### config.mk
export PLATFORM = sky130hd
export DESIGN_NAME = stld_fwd_cache
export DESIGN_NICKNAME = d
export VERILOG_FILES = /design/src/rtl/stld_fwd_cache.sv
export SDC_FILE = /design/constraint.sdc
export NUM_CORES = 2
export LEC_CHECK = 0
export ABC_AREA = 1
export BUFFER_PORTS_ARGS = -buffer_cell sky130_fd_sc_hd__buf_2
export CORE_MARGIN = 1
export CORE_UTILIZATION = 50
export CTS_CLUSTER_DIAMETER = 200
export DETAILED_ROUTE_END_ITERATION = 10
export HOLD_SLACK_MARGIN = 0.05
export PLACE_DENSITY = 0.7
export SLEW_MARGIN = 5
export SYNTH_ARGS = -nofsm -noshare
export SYNTH_HDL_FRONTEND = slang
export SYNTH_SLANG_ARGS = --single-unit
### constraint.sdc
create_clock -name clk_i -period 16.46 [get_ports clk_i]
set_clock_uncertainty 0.15 [all_clocks]
set_input_delay 4.938 -clock clk_i [delete_from_list [all_inputs] [get_ports clk_i]]
set_output_delay 4.938 -clock clk_i [all_outputs]
set_load 0.01 [all_outputs]
### src/rtl/stld_fwd_cache.sv
// Direct-mapped store-to-load forwarding tag cache: tracks the youngest in-flight
// store per doubleword and answers load lookups in the same cycle.
module stld_fwd_cache #(
  parameter int unsigned           ADDR_W       = 64,
  parameter int unsigned           STBUFF_DEPTH = 16,
  parameter int unsigned           CACHE_DEPTH  = 16,
  parameter logic [ADDR_W-1:0]     MMAP_MASK    = 64'hffffffffe0000000,
  parameter int unsigned           HITCNT_W     = 64,
  localparam int unsigned          SB_IDX_W     = $clog2(STBUFF_DEPTH),
  localparam int unsigned          IDX_W        = $clog2(CACHE_DEPTH),
  localparam int unsigned          TAG_W        = ADDR_W - 3 - IDX_W
) (
  input  logic                clk_i,
  input  logic                rst_ni,
  input  logic                flush_i,
  input  logic                st_upd_valid_i,
  input  logic [ADDR_W-1:0]   st_upd_addr_i,
  input  logic [SB_IDX_W-1:0] st_upd_idx_i,
  input  logic                st_inv_valid_i,
  input  logic [SB_IDX_W-1:0] st_inv_idx_i,
  input  logic                ld_lookup_valid_i,
  input  logic [ADDR_W-1:0]   ld_lookup_addr_i,
  output logic                ld_hit_o,
  output logic [SB_IDX_W-1:0] ld_stbuff_idx_o,
  output logic [HITCNT_W-1:0] hit_cnt_o
);

  logic [CACHE_DEPTH-1:0] valid_q, valid_d, eff_valid;
  logic [TAG_W-1:0]       tag_q   [CACHE_DEPTH];
  logic [TAG_W-1:0]       tag_d   [CACHE_DEPTH];
  logic [SB_IDX_W-1:0]    sbidx_q [CACHE_DEPTH];
  logic [SB_IDX_W-1:0]    sbidx_d [CACHE_DEPTH];
  logic [HITCNT_W-1:0]    hit_cnt_q, hit_cnt_d;

  logic             upd_ok;
  logic [IDX_W-1:0] upd_line, ld_line;
  logic [TAG_W-1:0] upd_tag, ld_tag;
  logic             ld_cacheable;
  logic             hit;

  assign upd_ok       = st_upd_valid_i && ((st_upd_addr_i & MMAP_MASK) == '0);
  assign upd_line     = st_upd_addr_i[3+IDX_W-1:3];
  assign upd_tag      = st_upd_addr_i[ADDR_W-1:3+IDX_W];
  assign ld_line      = ld_lookup_addr_i[3+IDX_W-1:3];
  assign ld_tag       = ld_lookup_addr_i[ADDR_W-1:3+IDX_W];
  assign ld_cacheable = (ld_lookup_addr_i & MMAP_MASK) == '0;

  // Effective state: invalidate first, then the update overrides its own line.
  always_comb begin
    eff_valid = '0;
    for (int i = 0; i < CACHE_DEPTH; i++) begin
      eff_valid[i] = valid_q[i] && !(st_inv_valid_i && (sbidx_q[i] == st_inv_idx_i));
      tag_d[i]     = tag_q[i];
      sbidx_d[i]   = sbidx_q[i];
      if (upd_ok && (upd_line == IDX_W'(i))) begin
        eff_valid[i] = 1'b1;
        tag_d[i]     = upd_tag;
        sbidx_d[i]   = st_upd_idx_i;
      end
    end
    valid_d = flush_i ? '0 : eff_valid;
  end

  always_comb begin
    hit             = rst_ni && ld_lookup_valid_i && ld_cacheable &&
                      eff_valid[ld_line] && (tag_d[ld_line] == ld_tag);
    ld_hit_o        = hit;
    ld_stbuff_idx_o = hit ? sbidx_d[ld_line] : '0;
    hit_cnt_d       = hit_cnt_q + HITCNT_W'(hit);
  end

  always_ff @(posedge clk_i or negedge rst_ni) begin
    if (!rst_ni) begin
      valid_q   <= '0;
      hit_cnt_q <= '0;
      for (int i = 0; i < CACHE_DEPTH; i++) begin
        tag_q[i]   <= '0;
        sbidx_q[i] <= '0;
      end
    end else begin
      valid_q   <= valid_d;
      hit_cnt_q <= hit_cnt_d;
      for (int i = 0; i < CACHE_DEPTH; i++) begin
        tag_q[i]   <= tag_d[i];
        sbidx_q[i] <= sbidx_d[i];
      end
    end
  end

  assign hit_cnt_o = hit_cnt_q;

endmodule
==> metrics.md <==
| Metric | Value |
|---|---|
| Syn. warnings | 0 |
| Worst setup EP type | output pin |
| Synth Area in Compound Gates | 0.0441 |
| Wirelength, routed | 165 mm |
| Cell Area, Synth | 51500 sq um |
| Critical path class | input port to output pin |
| Share of cells above drive strength 1 | 0.0844 |
| Most frequent CP cell | nand2_1 |
| Fmax | 67.2 MHz |
| Largest family of logic cells by synthesized area | simple AND/OR/NAND/NOR gates |
| Pins Over Slew Limit | 0 |
| #FFs+latches synth | 1056 |
| Initial antenna violation count | 9 |
| Cts hold-fix bufs | 0 |
| DIE AREA | 104000 sq um |
| Fin crit period | 14.87 ns |
| Least-Margin Pin Slew | 1.09 ns |
| Max-slew headroom | 0.272 |
| Multiplexer area fraction after synthesis | 0 |
| Synth area leaders | dfrtp_1 51%, nand2_1 15%, nand3_1 9.4% |
| Root buf cell | clkbuf_16 |
| Vias in the first global route | 43900 |
| Placed cell count | a little under 8000 |
| P&R area growth vs syn | 11.2% |
| Nets | about 6700 |
| Die W | 323 um |
| Post-synth cell types | 39 |
| Slowest stage cell, crit path | nor2_4 |
| Peak supply drop | approximately 0.12 mV |
| Setup Fix Bufs, Post-CTS | 0 |
| Adder-cell area share of the yosys netlist | 0.000486 |
| Non-filler cells, final | 7996 |
| MaxCap Viol Count | 0 |
| Top-area cell type share of the netlist area | 0.513 |
| Cell taking the most area after synthesis | dfrtp_1 |
| Pin count of the biggest net entering global routing | 190 |
| Initial detailed-routing violation count | slightly below 5000 |
| Clock sinks | 1056 |
| Fin Setup TNS | 0 ns |
| Path category of the worst min-delay check | flip-flop to flip-flop |
| Core area | slightly above 100000 sq um |
| Syn nets | 6712 |
| Post-CTS Resized | 0 |
| CTS tree | yes |
| Via/cell ratio | 5.67 |
| Crit path max fanout | 33 |
| FFs w/ async S/R, synth | 1.00 |
| CP delay by family, top | simple AND/OR/NAND/NOR gates |
| Crit-path max cell delay | around 0.53 ns |
| Post-Syn Instances | 6568 |
| Final hold vios | 0 |
| Post-DP HPWL | 93.4 mm |
| Final setup fails | 0 |
| Status | finished clean |
| DRT Pass-1 Iters | 6 |
| CP Buf/Inv Count | 7 |
| Clock transition at path regs | 0.06 ns |
| Post-synth EDFFs | 0 |
| CTS H-tree lvls | 3 |
| DRC violations left | 0 |
| Post-Synth XOR/XNOR Area | 0.0195 |
| RSZ-0062 raised after global routing | no |
| Initial core utilization | 0.505 |
| Average size of a mapped cell | 7.85 sq um |
| Crit path launch type | input port |
| Simple-gate portion of the synthesized area | 0.319 |
| PortBufs | 204 |
| IO Count | approximately 210 |
| Ys flop type | dfrtp_1 |
| First-pass GRT wire length | around 260 mm |
| Arr. time, crit path | 9.78 ns |
| Sequential area share after synthesis | 0.513 |
| Die Ht | 323 um |
| Final estimated routing congestion in global placement | 0.864 |
| Via count | 45400 |
| Lkg Pwr | approximately 32 nW |
| Crit share post-route | 0.904 |
| Worst-Skew Late Latency | 0.71 ns |
| WL/cell | 20.6 um |
| Row cnt | 117 |
| PwrDens | 97.2 nW/um^2 |
| CTS Buffer Depth | 3 |
| Gr usage total | 0.319 |
| Final ANT Viol Nets | 0 |
| Worst Path Required | ~11 ns |
| CTS Buf Count | 111 |
| GR Overflow Total | 0 |
cell families (layout without fill, tap and decap cells):
kind of cell	Yosys count	count (layout)
AO/OA/AOI/OAI	372	372
XOR/XNOR	115	115
adder cells (fa/ha/maj)	2	2
buffers and inverters	1360	1415
flip-flops	1056	1056
other	0	5
AND/OR/NAND/NOR	3663	3663
per-layer routing:
layer,share of wire,track usage,vias up
met5,0.00028,0,-
met4,0.040,0.127,8
met3,0.11,0.0782,431
met2,0.44,0.485,2333
met1,0.41,0.438,21800
li1,-,-,20800
power by group:
group,internal (mW),switching (mW)
clock network,1.52,1.06
logic,0.0934,0.295
registers,2.60,0.0000000000321
total,4.21,1.36
tightest hold or removal path, delay by kind of cell, from the launching register on:
kind                   cells  cell delay [ns]
buffers and inverters      1             0.06
AND/OR/NAND/NOR            1             0.05
flip-flops                 1             0.32
registers in the layout, indices dropped and copies added (netlist names):
name,cells
hit_cnt_o,64
sbidx_q,64
tag_q,912
valid_q,16
placed cells by master (no fill, tap or decap), types with 87 or more instances in the layout:
| cell | instances |
|---|---|
| nand4_1 | 329 |
| inv_1 | 881 |
| dfrtp_1 | 1056 |
| and2_1 | 115 |
| nand2_1 | 1995 |
| nand3_1 | 966 |
| clkbuf_16 | 113 |
| o211ai_1 | 144 |
| buf_4 | 87 |
| buf_2 | 199 |
| o21ai_0 | 108 |
| nor2_1 | 140 |
area by class of cell:
cell class	count	area [sq um]
clock buffer	168	3270
multi-input combinational	4152	19900
clock inverter	28	454
antenna	5	12.5
fill	9304	44700
tap	1368	1710
timing repair buffer	306	2030
sequential	1056	26400
inverter	913	3450
Yosys cell counts (all sizes together), types with 83 or more instances:
cell type and count:
and2 115, inv 909, dfrtp 1056, nand4 332
nor2 169, buf 194, clkbuf 253, o21ai 125
o211ai 144, a21oi 83, nand2 1997, nand3 983
stage by stage:
step | hold WS (ns) | total power [mW] | area, sq um | setup slack, ns | util
floorplan | 0.276 | 2.84 | 51500 | 4.26 | -
global placement | 0.288 | 3.02 | 53600 | 1.72 | 0.525
detailed placement | 0.293 | 3.02 | 53600 | 1.63 | 0.525
CTS | 0.309 | 5.59 | 57300 | 1.62 | 0.561
global route | 0.320 | 5.73 | 57300 | 1.26 | 0.561
finish | 0.308 | 5.57 | 57300 | 1.59 | 0.562
path summary, 6_finish.rpt:
| check | from | endpoint | slack [ns] | cells after the start |
|---|---|---|---|---|
| setup / recovery | st_upd_addr_i[53] | ld_hit_o | 1.59 | 25 |
| hold / removal | tag_q[706] | tag_q[706] | 0.31 | 2 |
| setup reg to reg | sbidx_q[27] | hit_cnt_o[62] | 10.39 | 43 |
| hold reg to reg | tag_q[706] | tag_q[706] | 0.31 | 2 |
| max in group asynchronous | rst_ni | tag_q[567] | 9.25 | 4 |
| min in group asynchronous | rst_ni | tag_q[238] | 4.02 | 1 |
Note: power is estimated with default switching activity, not from simulation.
